**src/rtl/derive_size_pkg.sv**
```systemverilog
// Shared types and helpers for the derive_size actor family.
// Holds tag sizing, saturating subtract and saturation mode constants.
package derive_size_pkg;

  typedef enum logic {
    SAT_WRAP  = 1'b0,
    SAT_CLAMP = 1'b1
  } sat_mode_e;

  function automatic int tag_width(input int n);
    return (n <= 2) ? 1 : $clog2(n);
  endfunction

  function automatic logic [31:0] sub_sat(
    input logic [31:0] a,
    input logic [31:0] b,
    input int          w,
    input bit          clamp
  );
    logic [31:0] mask;
    logic [31:0] d;
    mask = (w >= 32) ? '1 : ((32'd1 << w) - 32'd1);
    d = (a - b) & mask;
    if (clamp && (a < b)) d = '0;
    return d;
  endfunction

endpackage

```
**src/rtl/derive_size_rr_if.sv**
```systemverilog
// FIFO bank handshake bundles: a source bank read by an actor
// and a sink bank written by an actor.
interface read_interface #(
  parameter int FLUX  = 2,
  parameter int WIDTH = 8
);
  logic [FLUX-1:0]  empty;
  logic [FLUX-1:0]  read;
  logic [WIDTH-1:0] dout;

  modport actor (input empty, input dout, output read);
  modport fifo  (output empty, output dout, input read);
endinterface

interface write_interface #(
  parameter int FLUX  = 2,
  parameter int WIDTH = 8
);
  logic [FLUX-1:0]  full;
  logic             write;
  logic [WIDTH-1:0] din;

  modport actor (input full, output write, output din);
  modport fifo  (output full, input write, input din);
endinterface

```
**src/rtl/derive_size_rr_arbiter.sv**
```systemverilog
// Round-robin search over N requesters starting at ptr,
// wrapping N-1 -> 0; the first requester found wins.
module rr_arbiter
  import derive_size_pkg::*;
#(
  parameter  int N  = 2,
  localparam int PW = tag_width(N)
) (
  input  logic [N-1:0]  req,
  input  logic [PW-1:0] ptr,
  output logic          gnt_valid,
  output logic [PW-1:0] gnt_idx
);

  logic [N-1:0]  rot;
  logic [PW-1:0] off;
  logic [PW:0]   sum;

  always_comb begin
    // rotate so that bit 0 is the requester at ptr
    rot = N'({req, req} >> ptr);
    gnt_valid = 1'b0;
    off = '0;
    for (int k = N - 1; k >= 0; k--) begin
      if (rot[k]) begin
        gnt_valid = 1'b1;
        off = PW'(k);
      end
    end
    sum = {1'b0, ptr} + {1'b0, off};
    if (sum >= (PW+1)'(N)) begin
      gnt_idx = PW'(sum - (PW+1)'(N));
    end else begin
      gnt_idx = PW'(sum);
    end
  end

endmodule

```
**src/rtl/derive_size_rr.sv**
```systemverilog
// Multi-flux actor: round-robin picks a flux, subtracts DIFF from
// its payload and emits a tagged token through a 1-deep register.
module derive_size_rr
  import derive_size_pkg::*;
#(
  parameter int FLUX       = 2,
  parameter int DATA_WIDTH = 7,
  parameter int DIFF       = 7,
  parameter int SATURATE   = 0
) (
  input  logic            clk,
  input  logic            rst_n,
  read_interface.actor    read_port_ext_size,
  write_interface.actor   write_port_real_size,
  output logic [FLUX-1:0] underflow
);

  localparam int TAG_WIDTH = tag_width(FLUX);
  localparam int WIDTH     = DATA_WIDTH + TAG_WIDTH;
  localparam bit CLAMP     = (SATURATE == int'(SAT_CLAMP));

  logic [FLUX-1:0]       req;
  logic                  gnt_valid;
  logic [TAG_WIDTH-1:0]  gnt_idx;
  logic [TAG_WIDTH-1:0]  rr_ptr;
  logic [TAG_WIDTH-1:0]  next_ptr;
  logic [TAG_WIDTH-1:0]  out_tag;
  logic                  out_valid;
  logic [WIDTH-1:0]      din_q;
  logic                  fire;
  logic                  accept;
  logic [FLUX-1:0]       read_vec;
  logic [DATA_WIDTH-1:0] payload;
  logic [DATA_WIDTH-1:0] result;
  logic                  under;
  logic                  tag_unused;

  assign req = ~read_port_ext_size.empty
             & ~write_port_real_size.full;

  rr_arbiter #(
    .N (FLUX)
  ) u_arb (
    .req       (req),
    .ptr       (rr_ptr),
    .gnt_valid (gnt_valid),
    .gnt_idx   (gnt_idx)
  );

  assign out_tag = din_q[WIDTH-1 -: TAG_WIDTH];
  assign fire    = out_valid
                 & ~write_port_real_size.full[out_tag];
  // rst_n gate keeps read low while reset is held
  assign accept  = rst_n & gnt_valid & (~out_valid | fire);

  always_comb begin
    read_vec = '0;
    for (int i = 0; i < FLUX; i++) begin
      read_vec[i] = accept && (gnt_idx == TAG_WIDTH'(i));
    end
  end

  assign read_port_ext_size.read = read_vec;

  assign payload    = read_port_ext_size.dout[DATA_WIDTH-1:0];
  assign tag_unused = ^read_port_ext_size.dout[WIDTH-1:DATA_WIDTH];
  assign under      = payload < DATA_WIDTH'(DIFF);
  assign result     = DATA_WIDTH'(sub_sat(32'(payload), 32'(DIFF),
                                          DATA_WIDTH, CLAMP));

  assign next_ptr = (gnt_idx == TAG_WIDTH'(FLUX - 1))
                  ? '0 : gnt_idx + TAG_WIDTH'(1);

  always_ff @(posedge clk or negedge rst_n) begin
    if (!rst_n) begin
      out_valid <= 1'b0;
      din_q     <= '0;
      rr_ptr    <= '0;
      underflow <= '0;
    end else begin
      if (accept) begin
        out_valid <= 1'b1;
        din_q     <= {gnt_idx, result};
        rr_ptr    <= next_ptr;
        if (under) underflow[gnt_idx] <= 1'b1;
      end else if (fire) begin
        out_valid <= 1'b0;
      end
    end
  end

  assign write_port_real_size.write = fire;
  assign write_port_real_size.din   = din_q;

endmodule

```
**src/flat_wrapper.sv**
```systemverilog
// flat-port wrapper written by rule: the top's interface ports become plain ports
module derive_size_rr_flat import derive_size_pkg::*;
#(
  parameter int FLUX       = 2,
  parameter int DATA_WIDTH = 7,
  parameter int DIFF       = 7,
  parameter int SATURATE   = 0
)
  (clk, rst_n, underflow, read_port_ext_size_empty, read_port_ext_size_dout, read_port_ext_size_read, write_port_real_size_full, write_port_real_size_write, write_port_real_size_din);
  read_interface #(.FLUX(FLUX), .WIDTH(8)) read_port_ext_size_i ();
  write_interface #(.FLUX(FLUX), .WIDTH(8)) write_port_real_size_i ();
  input  logic clk;
  input  logic rst_n;
  output logic [FLUX-1:0] underflow;
  input wire logic [$bits(read_port_ext_size_i.empty)-1:0] read_port_ext_size_empty;
  input wire logic [$bits(read_port_ext_size_i.dout)-1:0] read_port_ext_size_dout;
  output wire logic [$bits(read_port_ext_size_i.read)-1:0] read_port_ext_size_read;
  input wire logic [$bits(write_port_real_size_i.full)-1:0] write_port_real_size_full;
  output wire logic [$bits(write_port_real_size_i.write)-1:0] write_port_real_size_write;
  output wire logic [$bits(write_port_real_size_i.din)-1:0] write_port_real_size_din;
  assign read_port_ext_size_i.empty = read_port_ext_size_empty;
  assign read_port_ext_size_i.dout = read_port_ext_size_dout;
  assign read_port_ext_size_read = read_port_ext_size_i.read;
  assign write_port_real_size_i.full = write_port_real_size_full;
  assign write_port_real_size_write = write_port_real_size_i.write;
  assign write_port_real_size_din = write_port_real_size_i.din;
  derive_size_rr #(.FLUX(FLUX), .DATA_WIDTH(DATA_WIDTH), .DIFF(DIFF), .SATURATE(SATURATE)) u_core (.clk(clk), .rst_n(rst_n), .read_port_ext_size(read_port_ext_size_i), .write_port_real_size(write_port_real_size_i), .underflow(underflow));
endmodule
```
**config.mk**
```make
export PLATFORM = sky130hd
export DESIGN_NAME = derive_size_rr_flat
export DESIGN_NICKNAME = d
export VERILOG_FILES = /design/src/rtl/derive_size_pkg.sv /design/src/rtl/derive_size_rr_if.sv /design/src/rtl/derive_size_rr_arbiter.sv /design/src/rtl/derive_size_rr.sv /design/src/flat_wrapper.sv
export SDC_FILE = /design/constraint.sdc
export NUM_CORES = 1
export LEC_CHECK = 0
export CORE_ASPECT_RATIO = 0.75
export CORE_MARGIN = 4
export CORE_UTILIZATION = 30
export CTS_BUF_LIST = sky130_fd_sc_hd__clkbuf_2 sky130_fd_sc_hd__clkbuf_4 sky130_fd_sc_hd__clkbuf_8
export DETAILED_ROUTE_END_ITERATION = 16
export PLACE_DENSITY = 0.64
export RECOVER_POWER = 25
export SYNTH_ARGS = -nofsm -noshare
export SYNTH_HDL_FRONTEND = slang
export SYNTH_SLANG_ARGS = --single-unit
```
**constraint.sdc**
```tcl
create_clock -name clk -period 2.5 [get_ports clk]
set_input_delay 0.5 -clock clk [delete_from_list [all_inputs] [get_ports clk]]
set_output_delay 0.5 -clock clk [all_outputs]
set_load 0.01 [all_outputs]
```
Yosys cells after proc, flatten, opt, wreduce, memory -nomap -nowiden
Index checks and enable logic that the tools add are counted.
{ "word_totals": {"ff_bits": 12, "inputBits": 14, "output_inout_bits": 13, "wordCells": 41} }
{ "op_classes": {"n_addsub": 4, "order_cmp": 5, "shifts": 1, "mux": 11, "n_bitwise": 11, "n_reduce_logical": 5} }
{ "ops": {"columns": ["operator", "n"], "rows": [
  ["$mux W1", 10],
  ["$lt A7 B3 Y1 const B", 1],
  ["$sub A7 B3 Y7 const B", 1],
  ["$lt A1 B2 Y1 const B", 2],
  ["$not A2 Y2", 2],
  ["$shr A4 B1 Y2", 1],
  ["$and A1 B1 Y1", 3],
  ["$logic_and A1 B1 Y1", 3],
  ["$not A1 Y1", 3],
  ["$add A1 B1 Y2", 1],
  ["$and A2 B2 Y2", 1],
  ["$ge A2 B2 Y1 const B", 1],
  ["$or A2 B2 Y2", 1],
  ["$reduce_and A2 Y1", 1],
  ["$reduce_bool A2 Y1", 1],
  ["$add A1 B1 Y1 const B", 1],
  ["$demux W1 S1", 1],
  ["$ge A1 B1 Y1 const B", 1],
  ["$or A1 B1 Y1", 1],
  ["$sub A1 B1 Y1 const B", 1]
]} }

Longest topological paths before layout
{ "depth": {"ltp_word": 13, "mapped_depth": 4, "ltp_nobuf": 4} }

Hierarchy
A second synthesis with hierarchy kept.
{ "hier_totals": {"cells_unflattened": 51, "area_unflattened_um2": 645.6} }
{ "modules_own_cells": {"columns": ["mod", "n_inst", "cells_per_inst", "area_each_um2", "seq_area_each_um2"], "rows": [
  ["derive_size_rr", 1, 48, 624.3, 300.3],
  ["rr_arbiter", 1, 3, 21.3, 0.0]
]} }

Worst setup path after synthesis
Ideal clock, no wire load.
{ "synth_timing": {"path_type": "in2out", "start": "input write_port_real_size_full[0]", "end": "output read_port_ext_size_read[1]", "arrival_ps": 1255, "required_time_ps": 2000, "slack_ps": 745, "stages": 3, "path_buffers": 0, "cell_sequence": "or2_0 maj3_2 and2_2"} }
{ "synth_between": {"elab_chain_len": 9, "elab_cells_between_ends": 18, "cone_classes": "2 x add/sub; 1 x order compare; 1 x shift; 6 x mux; 7 x bitwise; 1 x reduce/logical"} }
{ "synth_rtl": {"columns": ["item", "line_no", "text"], "rows": [
  ["start, declared", "flat_wrapper.sv:18", "input wire logic [$bits(write_port_real_size_i.full)-1:0] write_port_real_size_full;"],
  ["$not A2 Y2", "derive_size_rr.sv:39", "& ~write_port_real_size.full;"],
  ["$and A2 B2 Y2", "derive_size_rr.sv:39", null],
  ["$shr A4 B1 Y2", "derive_size_rr_arbiter.sv:21", "rot = N'({req, req} >> ptr);"],
  ["$mux W1 (2 in series)", "derive_size_rr_arbiter.sv:25", "if (rot[k]) begin"],
  ["$add A1 B1 Y2", "derive_size_rr_arbiter.sv:30", "sum = {1'b0, ptr} + {1'b0, off};"],
  ["$ge A2 B2 Y1 or $sub A1 B1 Y1 (tied branches)", "derive_size_rr_arbiter.sv:31, derive_size_rr_arbiter.sv:32", null],
  ["$mux W1", "derive_size_rr_arbiter.sv:31", "if (sum >= (PW+1)'(N)) begin"],
  ["$logic_and A1 B1 Y1 (*)", "derive_size_rr.sv:59", "read_vec[i] = accept && (gnt_idx == TAG_WIDTH'(i));"],
  ["end, declared", "flat_wrapper.sv:17", "output wire logic [$bits(read_port_ext_size_i.read)-1:0] read_port_ext_size_read;"]
]} }
Mark *: on every way between the ends. The rest lies on a longest branch, timed or not. The select of a mux whose other input is x is not followed.

Worst setup path in the final report
{ "layout_timing": {"start": "input write_port_real_size_full[1]", "end": "output write_port_real_size_write"} }
{ "layout_between": {"elab_chain_len": 4} }
{ "layout_rtl": {"columns": ["item", "line_no", "text"], "rows": [
  ["$mux W1 (implied by the code) (2 in series)", "derive_size_rr.sv:52", "& ~write_port_real_size.full[out_tag];"],
  ["$not A1 Y1", "derive_size_rr.sv:52", null],
  ["$and A1 B1 Y1", "derive_size_rr.sv:52", null],
  ["end, declared", "flat_wrapper.sv:19", "output wire logic [$bits(write_port_real_size_i.write)-1:0] write_port_real_size_write;"]
]} }
Every way passes these cells. The select of a mux whose other input is x is not followed.

==> metrics.txt <==
status completed; CP most frequent cell clkdlybuf4s50_1; Max-Cap Viols 0; CP Data Required Time 2.00 ns; Yosys cell types 23; Hold Fails Final Rpt 0; Ports 27; kind of critical path in -> out; Worst path max stage delay 0.53 ns; initial core utilization 0.3217; routed via count 501; DP HPWL 1141 um; number of flops mapped to enable cells by yosys 0; share of cells above drive strength 1 0.2414; Die Y just under 50 um; first-pass GRT wire length 2325 um; post-layout minimum cycle time 2.460 ns; drc violations 0; crit-path cells clkdlybuf4s50_1, mux2i_2, buf_4, and2_2, clkdlybuf4s50_1; Final GP Congestion 0.8009; final wirelength 1426 um; Post-Synthesis Cells 53; slowest CP cell clkdlybuf4s50_1; CTS buffer count 3; largest net degree at the start of global routing 10; GR Util All Layers 0.09682; H-Tree Depth 1; VDD IR max 0.0006127 V; syn avg cell area approximately 12 um^2; design area ~1000 um^2; crit share post-route 0.9841; Pre-antenna DRT Iters 2; Core Box Area approximately 2000 um^2; DR vias/cell around 4.5; crit-path max FO 3; Site Rows 14; initial DRC count 1; # diodes 0; CTS tree built; Static Leakage 0.0004588 uW; Setup Slack @ Placement -0.1663 ns; Worst slew margin 0.7299; fmax 0.4064 GHz; Tightest Pin Transition 0.4051 ns; routed length per instance 12.85 um; Arrival @ worst endpoint just under 2 ns; ys async rst share 1.000; DRT antenna net count 0; initial antenna violation count 0; ys flop type dfrtp_1; Syn Std Cell Area roughly 660 um^2; CP endpoint kind output pin; Clock Latency Late Sink 0.27 ns; clock transition at the registers of the reported paths 0.08 ns; Max Transition Viols Final 0; clock buffer depth 2; crit start category primary input; Layout fillers 191; Die ar. 3020 um^2; vias in the first global route 512; final setup fails 0; worst hold slack 0.4788 ns; P&R area growth vs syn 52.56%; flops & latches, synth 12; Syn Nets 68; HP Class reg -> reg; I/O Buffers 25; Cell Pwr Density around 800 nW/um^2; Final #Nets 103; Die X 62.14 um; DP Area about 970 um^2; clock tree sinks 12; Setup WS post-layout 0.03966 ns; register area share after synthesis 0.4554; clk root buf clkbuf_4; final setup skew 0.003580 ns; Yosys warning total 0; GR Overflow Total 0
## area by class of cell
class | instances | area, um^2 | area share
timing repair buffer | 31 | 287.8 | 0.2861
inverter | 4 | 15.01 | 0.01493
clock buffer | 4 | 36.28 | 0.03607
tap | 24 | 30.03 | 0.02985
sequential | 12 | 300.3 | 0.2985
multi-input combinational | 36 | 336.6 | 0.3346
## sequential cells by signal, indices dropped and copies added (netlist names)
signal and flops:
u_core.underflow 2, u_core.out_valid 1, u_core.write_port_real_size.din 8, u_core.rr_ptr 1
## path summary, 6_finish.rpt
kind / startpoint / endpoint / slack, ns / depth (start not counted)
setup / recovery: write_port_real_size_full[1] / write_port_real_size_write / 0.04 / 5
hold / removal: u_core.underflow[1] / u_core.underflow[1] / 0.48 / 1
setup reg to reg: u_core.write_port_real_size.din[7] / u_core.write_port_real_size.din[1] / 0.95 / 4
hold reg to reg: u_core.underflow[1] / u_core.underflow[1] / 0.48 / 1
max in group asynchronous: rst_n / u_core.write_port_real_size.din[5] / 1.44 / 2
min in group asynchronous: rst_n / u_core.rr_ptr / 0.71 / 2
## logic make-up after synthesis
logic type      after synthesis  synth area share
simple gates                  9           0.07019
compound gates               10            0.1271
buf+inv                       5           0.03984
flops                        12            0.4554
xor+xnor                      5           0.06641
fa+ha+maj                     2           0.03605
mux                          10            0.2049
## critical path: cells and delay by family
kind          cells  cell delay [ns]
buf+inv           3             1.12
mux               1             0.22
simple gates      1             0.12
## repair_timing
item / CTS / global route
hold buffers: 0 / 0
resized for setup: 2 / 2
setup buffers: 0 / 0
setup endpoints to repair: 2 / 2
## cell usage in the layout (no fill, tap or decap), types with 2 or more instances in the layout
master	Yosys	final
inv_1	4	4
mux2i_1	3	2
mux2_4	7	7
clkdlybuf4s50_1	0	21
clkbuf_4	0	3
o21ai_0	2	2
dlygate4sd2_1	0	2
xor2_1	5	5
nor2_1	3	3
dfrtp_1	12	12
and2_2	2	2
buf_4	0	4
clkbuf_1	0	2
## cells in the mapped netlist, types with 2 or more instances
master,n,share of area
dfrtp_1,12,0.46
mux2_4,7,0.16
xor2_1,5,0.066
inv_1,4,0.023
mux2i_1,3,0.046
nor2_1,3,0.017
and2_2,2,0.023
o21ai_0,2,0.015
## per-stage QoR
stage	util	cells	total power, uW	setup TNS (ns)
finish	0.4908	111	803.2	0
global placement	0.4750	107	654.1	-0.3161
floorplan	-	53	463.7	0
CTS	0.4915	111	813.0	0
global route	0.4908	111	860.7	-0.003934
detailed placement	0.4750	107	656.6	-0.3274
## report_power, final
group	switching (uW)	internal (uW)
logic	124	228
clock network	64.2	88.5
registers	40.7	259
## per-layer routing
layer	GRT usage	wire, um	vias up
met1	0.1357	701	222
met3	0.05787	94	0
met2	0.1293	631	14
met4	0.01083	0	0
met5	0	0	-
li1	-	-	265
(Power assumes the default switching activity.)
